<file path="src/rtl/ics_sample_server_if.sv">
// Fetch-port and SDRAM read-channel bundle for the ICS2115 sample server.
// The slave side is the server; the master side is the audio core and the SDRAM model.
interface ics_sample_server_if;
  logic        req_rd;
  logic [28:0] req_addr;
  logic [63:0] rsp_data;
  logic        rsp_ready;
  logic        rsp_busy;
  logic        mem_req;
  logic [28:0] mem_addr;
  logic        mem_ack;
  logic [63:0] mem_rdata;
  logic        mem_rvalid;
  logic        cache_inv;
  logic        timeout_err;

  modport slave (
    input  req_rd, req_addr, mem_ack, mem_rdata, mem_rvalid, cache_inv,
    output rsp_data, rsp_ready, rsp_busy, mem_req, mem_addr, timeout_err
  );

  modport master (
    output req_rd, req_addr, mem_ack, mem_rdata, mem_rvalid, cache_inv,
    input  rsp_data, rsp_ready, rsp_busy, mem_req, mem_addr, timeout_err
  );
endinterface

</file>
<file path="src/rtl/ics_sample_server.sv">
// ICS2115 sample-fetch responder: one-word cache in front of an SDRAM read channel,
// with a bounded wait on read data and a sticky timeout flag.
module ics_sample_server #(
  parameter logic [28:0] BASE_ADDR      = 29'h0,
  parameter int unsigned TIMEOUT_CYCLES = 256
) (
  input  logic               clk,
  input  logic               reset_n,
  ics_sample_server_if.slave bus
);

  localparam int unsigned CNT_W = (TIMEOUT_CYCLES > 1) ? $clog2(TIMEOUT_CYCLES) : 1;
  localparam logic [CNT_W-1:0] CNT_LAST =
    CNT_W'((TIMEOUT_CYCLES > 0) ? (TIMEOUT_CYCLES - 1) : 0);

  typedef enum logic [2:0] {
    ST_IDLE  = 3'd0,
    ST_ISSUE = 3'd1,
    ST_WAIT  = 3'd2,
    ST_RESP  = 3'd3,
    ST_HOLD  = 3'd4
  } state_e;

  state_e           state_q,       state_d;
  logic [25:0]      tag_q,         tag_d;
  logic [25:0]      cache_tag_q,   cache_tag_d;
  logic [63:0]      cache_data_q,  cache_data_d;
  logic             cache_valid_q, cache_valid_d;
  logic [63:0]      rsp_data_q,    rsp_data_d;
  logic             rsp_ready_q,   rsp_ready_d;
  logic             rsp_busy_q,    rsp_busy_d;
  logic             mem_req_q,     mem_req_d;
  logic [28:0]      mem_addr_q,    mem_addr_d;
  logic [CNT_W-1:0] cnt_q,         cnt_d;
  logic             timeout_err_q, timeout_err_d;
  logic             fill_s;
  logic             hit_s;

  // A hit needs a valid entry with a matching word tag and no invalidate in the same cycle.
  assign hit_s = cache_valid_q && (cache_tag_q == bus.req_addr[28:3]) && !bus.cache_inv;

  // Next-state and next-output logic for the request/fill sequencer.
  always_comb begin
    state_d       = state_q;
    tag_d         = tag_q;
    cache_tag_d   = cache_tag_q;
    cache_data_d  = cache_data_q;
    rsp_data_d    = rsp_data_q;
    mem_req_d     = mem_req_q;
    mem_addr_d    = mem_addr_q;
    cnt_d         = cnt_q;
    timeout_err_d = timeout_err_q;
    fill_s        = 1'b0;

    case (state_q)
      ST_IDLE: begin
        if (bus.req_rd) begin
          tag_d = bus.req_addr[28:3];
          if (hit_s) begin
            rsp_data_d = cache_data_q;
            state_d    = ST_RESP;
          end else begin
            mem_addr_d = BASE_ADDR + {bus.req_addr[28:3], 3'b000};
            mem_req_d  = 1'b1;
            state_d    = ST_ISSUE;
          end
        end else begin
          state_d = ST_IDLE;
        end
      end
      ST_ISSUE: begin
        if (bus.mem_ack) begin
          mem_req_d = 1'b0;
          cnt_d     = '0;
          state_d   = ST_WAIT;
        end else begin
          mem_req_d = 1'b1;
        end
      end
      ST_WAIT: begin
        if (bus.mem_rvalid) begin
          rsp_data_d   = bus.mem_rdata;
          cache_data_d = bus.mem_rdata;
          cache_tag_d  = tag_q;
          fill_s       = 1'b1;
          state_d      = ST_RESP;
        end else if (TIMEOUT_CYCLES != 0) begin
          if (cnt_q == CNT_LAST) begin
            rsp_data_d    = 64'h0;
            timeout_err_d = 1'b1;
            state_d       = ST_RESP;
          end else begin
            cnt_d = cnt_q + CNT_W'(1'b1);
          end
        end else begin
          cnt_d = cnt_q;
        end
      end
      ST_RESP: begin
        state_d = ST_HOLD;
      end
      ST_HOLD: begin
        if (bus.req_rd) begin
          state_d = ST_HOLD;
        end else begin
          state_d = ST_IDLE;
        end
      end
      default: begin
        state_d = ST_IDLE;
      end
    endcase

    // An invalidate always wins over a fill landing in the same cycle.
    cache_valid_d = bus.cache_inv ? 1'b0 : (fill_s ? 1'b1 : cache_valid_q);
    rsp_ready_d   = (state_d == ST_RESP);
    rsp_busy_d    = (state_d != ST_IDLE);
  end

  // State and output registers; reset abandons any transaction in flight.
  always_ff @(posedge clk or negedge reset_n) begin
    if (!reset_n) begin
      state_q       <= ST_IDLE;
      tag_q         <= 26'h0;
      cache_tag_q   <= 26'h0;
      cache_data_q  <= 64'h0;
      cache_valid_q <= 1'b0;
      rsp_data_q    <= 64'h0;
      rsp_ready_q   <= 1'b0;
      rsp_busy_q    <= 1'b0;
      mem_req_q     <= 1'b0;
      mem_addr_q    <= 29'h0;
      cnt_q         <= '0;
      timeout_err_q <= 1'b0;
    end else begin
      state_q       <= state_d;
      tag_q         <= tag_d;
      cache_tag_q   <= cache_tag_d;
      cache_data_q  <= cache_data_d;
      cache_valid_q <= cache_valid_d;
      rsp_data_q    <= rsp_data_d;
      rsp_ready_q   <= rsp_ready_d;
      rsp_busy_q    <= rsp_busy_d;
      mem_req_q     <= mem_req_d;
      mem_addr_q    <= mem_addr_d;
      cnt_q         <= cnt_d;
      timeout_err_q <= timeout_err_d;
    end
  end

  assign bus.rsp_data    = rsp_data_q;
  assign bus.rsp_ready   = rsp_ready_q;
  assign bus.rsp_busy    = rsp_busy_q;
  assign bus.mem_req     = mem_req_q;
  assign bus.mem_addr    = mem_addr_q;
  assign bus.timeout_err = timeout_err_q;

endmodule

</file>
<file path="src/flat_wrapper.sv">
// flat-port wrapper written by rule: the top's interface ports become plain ports
module ics_sample_server_flat 
#(
  parameter logic [28:0] BASE_ADDR      = 29'h0,
  parameter int unsigned TIMEOUT_CYCLES = 256
)
  (clk, reset_n, bus_req_rd, bus_req_addr, bus_mem_ack, bus_mem_rdata, bus_mem_rvalid, bus_cache_inv, bus_rsp_data, bus_rsp_ready, bus_rsp_busy, bus_mem_req, bus_mem_addr, bus_timeout_err);
  ics_sample_server_if bus_i ();
  input  logic clk;
  input  logic reset_n;
  input wire logic [$bits(bus_i.req_rd)-1:0] bus_req_rd;
  input wire logic [$bits(bus_i.req_addr)-1:0] bus_req_addr;
  input wire logic [$bits(bus_i.mem_ack)-1:0] bus_mem_ack;
  input wire logic [$bits(bus_i.mem_rdata)-1:0] bus_mem_rdata;
  input wire logic [$bits(bus_i.mem_rvalid)-1:0] bus_mem_rvalid;
  input wire logic [$bits(bus_i.cache_inv)-1:0] bus_cache_inv;
  output wire logic [$bits(bus_i.rsp_data)-1:0] bus_rsp_data;
  output wire logic [$bits(bus_i.rsp_ready)-1:0] bus_rsp_ready;
  output wire logic [$bits(bus_i.rsp_busy)-1:0] bus_rsp_busy;
  output wire logic [$bits(bus_i.mem_req)-1:0] bus_mem_req;
  output wire logic [$bits(bus_i.mem_addr)-1:0] bus_mem_addr;
  output wire logic [$bits(bus_i.timeout_err)-1:0] bus_timeout_err;
  assign bus_i.req_rd = bus_req_rd;
  assign bus_i.req_addr = bus_req_addr;
  assign bus_i.mem_ack = bus_mem_ack;
  assign bus_i.mem_rdata = bus_mem_rdata;
  assign bus_i.mem_rvalid = bus_mem_rvalid;
  assign bus_i.cache_inv = bus_cache_inv;
  assign bus_rsp_data = bus_i.rsp_data;
  assign bus_rsp_ready = bus_i.rsp_ready;
  assign bus_rsp_busy = bus_i.rsp_busy;
  assign bus_mem_req = bus_i.mem_req;
  assign bus_mem_addr = bus_i.mem_addr;
  assign bus_timeout_err = bus_i.timeout_err;
  ics_sample_server #(.BASE_ADDR(BASE_ADDR), .TIMEOUT_CYCLES(TIMEOUT_CYCLES)) u_core (.clk(clk), .reset_n(reset_n), .bus(bus_i));
endmodule
</file>
<file path="config.mk">
export PLATFORM = sky130hd
export DESIGN_NAME = ics_sample_server_flat
export DESIGN_NICKNAME = d
export VERILOG_FILES = /design/src/rtl/ics_sample_server_if.sv /design/src/rtl/ics_sample_server.sv /design/src/flat_wrapper.sv
export SDC_FILE = /design/constraint.sdc
export NUM_CORES = 1
export LEC_CHECK = 0
export ABC_AREA = 1
export CAP_MARGIN = 20
export CORE_ASPECT_RATIO = 1.2
export CORE_MARGIN = 2
export CORE_UTILIZATION = 40
export CTS_CLUSTER_SIZE = 25
export DETAILED_ROUTE_END_ITERATION = 8
export SLEW_MARGIN = 15
export SYNTH_ARGS = -nofsm -noshare
export SYNTH_HDL_FRONTEND = slang
export SYNTH_SLANG_ARGS = --single-unit
</file>
<file path="constraint.sdc">
create_clock -name clk -period 2.4 [get_ports clk]
set_clock_uncertainty 0.1 [all_clocks]
set_input_delay 0.24 -clock clk [delete_from_list [all_inputs] [get_ports clk]]
set_output_delay 0.24 -clock clk [all_outputs]
set_load 0.01 [all_outputs]
</file>
==> key figures <==
Status
  – Status: completed

Pwr
  – Worst vdd ir: 0.000607 V
  – Lkg Pwr: 6.30 nW
  – Pwr dens: 1280 nW/µm²

GRT
  – Pin count of the biggest net entering global routing: 75
  – Vias in the first global route: 7663
  – Tot GR Track Use: 18.7%
  – Initial antenna violation count: 0
  – Grt ovf: 0
  – First-pass GRT wire length: 39.2 mm

Setup path
  – Critical Path Max Stage Delay: 0.41 ns
  – Worst EP arrival: 2.37 ns
  – Worst Reg-to-Reg Cells: 12
  – Most used cell, CP: nand2_1
  – Highest-delay cell along the critical path: dfrtp_1
  – Worst setup path start: u_core.cnt_q[0]$_DFFE_PN0P_
  – CP Cell Sequence: ha_1, nand2_1, nor2_1, nand4_1, nand2_1, nor2_1, a21oi_2, nand2_2, inv_2, buf_12, nand2_1, nand2_1
  – Reg-to-reg endpoint: u_core.bus.rsp_data[51]$_DFFE_PN0P_
  – CP Class: reg -> reg
  – Critical Path End: u_core.bus.rsp_data[51]$_DFFE_PN0P_
  – CP Buf/Inv Count: 2
  – CP Capture Type: register
  – Crit Path Max Fanout: 34
  – Reg2reg start: u_core.cnt_q[0]$_DFFE_PN0P_
  – Reg2Reg Setup Slack: 0.33 ns
  – Critical path depth: 12
  – Largest delay share family, worst path: simple AND/OR/NAND/NOR gates
  – Setup crit start kind: register
  – Crit path required time: 2.70 ns

Clocking
  – CTS Buffer Depth: 3
  – Clock Sinks: 222
  – # H-tree levels: 1
  – Root Driver: clkbuf_16
  – Clock Latency Late Sink: 0.51 ns
  – CTS tree: yes
  – Post_cts resized: 0
  – Reg clk slew, reported paths: 0.06 ns
  – Post-CTS Setup Repair Bufs: 0
  – Post-CTS Hold Buffers: 1
  – Cts bufs inserted: 24

Logic synthesis
  – Ys async rst share: 100%
  – Synthesized area: 9680 µm²
  – Count of cell types in the netlist: 31
  – Yosys warns: 0
  – Number of enable flip-flop cells after synthesis: 0
  – Syn Area/Cell: 8.13 µm²
  – Post-Synthesis Cells: 1190
  – Register bit count reported by yosys: 222
  – Post-synth top flop: dfrtp_1
  – Post-synthesis sequential area ratio: 57.4%

STA
  – Final setup viols: 0
  – Setup tns final: 0 ns
  – Worst-Margin Slew: 0.505 ns
  – Achievable Freq: 483 MHz
  – Final Hold Vio Count: 0
  – Final Cycle Share: 86.2%
  – Hold slack final: 0.119 ns
  – RSZ-0062 raised after global routing: false
  – Relative slew slack: 66.3%
  – Minimum clock period: 2.07 ns
  – Fin. max-slew vios: 0
  – Final setup margin: 0.332 ns

Detailed routing
  – Iter 0 DRT Violations: 337
  – DRC errors left: 0
  – Post-DRT Antenna Nets: 0
  – Vias per cell: 4.59
  – Final wirelength: 23.3 mm
  – 1st-pass router iterations: 6
  – Routed WL per cell: 13.5 µm
  – Vias: 7905

Placement
  – GPL Wtd Cong: 0.790
  – Placement-stage cell area: 12100 µm²
  – # port buffers: 189
  – Dpl hpwl: 15.8 mm
  – Dpl ws: 0.000914 ns

Floorplan
  – Total core area: 23900 µm²
  – Initial cell density of the core: 40.5%
  – Top Ports: 196
  – Site Rows: 62
  – Chip width: 146 µm
  – Die Y-Extent: 174 µm
  – Die ar.: 25500 µm²

Cells and area
  – Layout Nets: 1487
  – Final instance area: 12800 µm²
  – Area added between synthesis and finish: 32.5%
  – Fillers: 2275
  – Register area: 5560 µm²
  – Share of cells above drive strength 1: 5.85%
  – Area occupied by multi-input gates: 3250 µm²

Min path
  – Worst min-delay path class: in -> async

Job
  – Max-cap violations: 0
sequential cells by signal (all words and copies together), names as in the netlist:
signal                  flops
u_core.cache_tag_q         26
u_core.cache_data_q        64
u_core.tag_q               26
u_core.state_q              3
u_core.bus.mem_req          1
u_core.bus.timeout_err      1
u_core.bus.rsp_data        64
u_core.bus.rsp_ready        1
u_core.cache_valid_q        1
u_core.cnt_q                8
u_core.bus.rsp_busy         1
u_core.bus.mem_addr        26
layout make-up:
cell class                 instances  share of cell area, %
antenna                            1                 0.0195
inverter                         162                   4.74
tap                              320                   3.12
multi-input combinational        754                   25.4
clock buffer                      37                   5.70
timing repair buffer             223                   17.6
clock inverter                     4                  0.156
sequential                       222                   43.3
through the flow:
step | utilization [%] | cells | total power [mW]
finish | 53.7 | 1723 | 16.5
global route | 53.7 | 1722 | 17.9
CTS | 53.7 | 1722 | 16.7
detailed placement | 50.5 | 1680 | 13.1
global placement | 50.5 | 1680 | 12.9
floorplan | - | 1192 | 10.2
how the worst min path moves through the flow:
stage / from / to / slack, ns / cells after the start
global placement: reset_n / u_core.bus.rsp_data[17]$_DFFE_PN0P_ / 0.07 / 1
floorplan: reset_n / u_core.bus.mem_addr[10]$_DFFE_PN0P_ / -0.16 / 0
detailed placement: reset_n / u_core.bus.rsp_data[17]$_DFFE_PN0P_ / 0.07 / 1
CTS: reset_n / u_core.bus.rsp_data[17]$_DFFE_PN0P_ / 0.12 / 2
finish: reset_n / u_core.bus.rsp_data[19]$_DFFE_PN0P_ / 0.12 / 2
global route: reset_n / u_core.bus.rsp_data[17]$_DFFE_PN0P_ / 0.14 / 2
synthesized netlist by cell type (2+ instances only):
library cell / n / area share (%)
nand2_1: 460 / 18
dfrtp_1: 222 / 57
o21ai_0: 210 / 11
inv_1: 156 / 6.0
nor2_1: 34 / 1.3
clkbuf_1: 24 / 0.93
buf_2: 19 / 0.98
nand3_1: 11 / 0.57
nand4_1: 8 / 0.52
buf_6: 6 / 0.70
inv_2: 5 / 0.19
nor3_1: 4 / 0.21
o31ai_1: 4 / 0.31
xor2_1: 4 / 0.36
a21oi_1: 3 / 0.16
buf_4: 3 / 0.23
buf_1: 2 / 0.078
o211ai_1: 2 / 0.16
report_power, final:
part	switching [mW]	internal [mW]
Clock	1.45	2.08
Combinational	3.61	2.96
Sequential	0.834	5.53
Total	5.89	10.6
layout by cell type (no fill, tap or decap):
cell type and n:
a211oi_1 1, a21oi_1 3, a21oi_2 1, buf_12 8
buf_4 25, buf_8 1, clkbuf_1 6, clkbuf_16 25
clkbuf_8 6, clkdlybuf4s50_1 188, clkinv_2 4, conb_1 3
dfrtp_1 222, diode_2 1, dlygate4sd3_1 1, ha_1 1
inv_1 156, inv_2 6, nand2_1 458, nand2_2 2
nand3_1 11, nand4_1 8, nor2_1 34, nor2_2 1
nor2_4 1, nor2_8 1, nor3_1 4, nor3_4 1
nor3b_1 1, o211ai_1 2, o21ai_0 210, o21ai_1 1
o21bai_1 1, o31ai_1 4, xnor2_1 1, xor2_1 4
layer usage:
layer	up-vias	part of all wire [%]	wire length, µm	global-route usage [%]
li1	4046	-	-	-
met4	0	2.4	552	5.18
met3	41	5.6	1310	4.02
met1	3638	46	10600	25.1
met2	180	46	10800	30.8
met5	-	0	0	0
cell families after synthesis:
family,count (synthesis),share of synthesized area (%)
compound gates,223,11.8
xor+xnor,5,0.452
fa+ha+maj,1,0.129
buf+inv,216,9.20
flops,222,57.4
other cells,1,0.0387
simple gates,522,21.0
No activity file was read; power rests on OpenSTA's default activity.
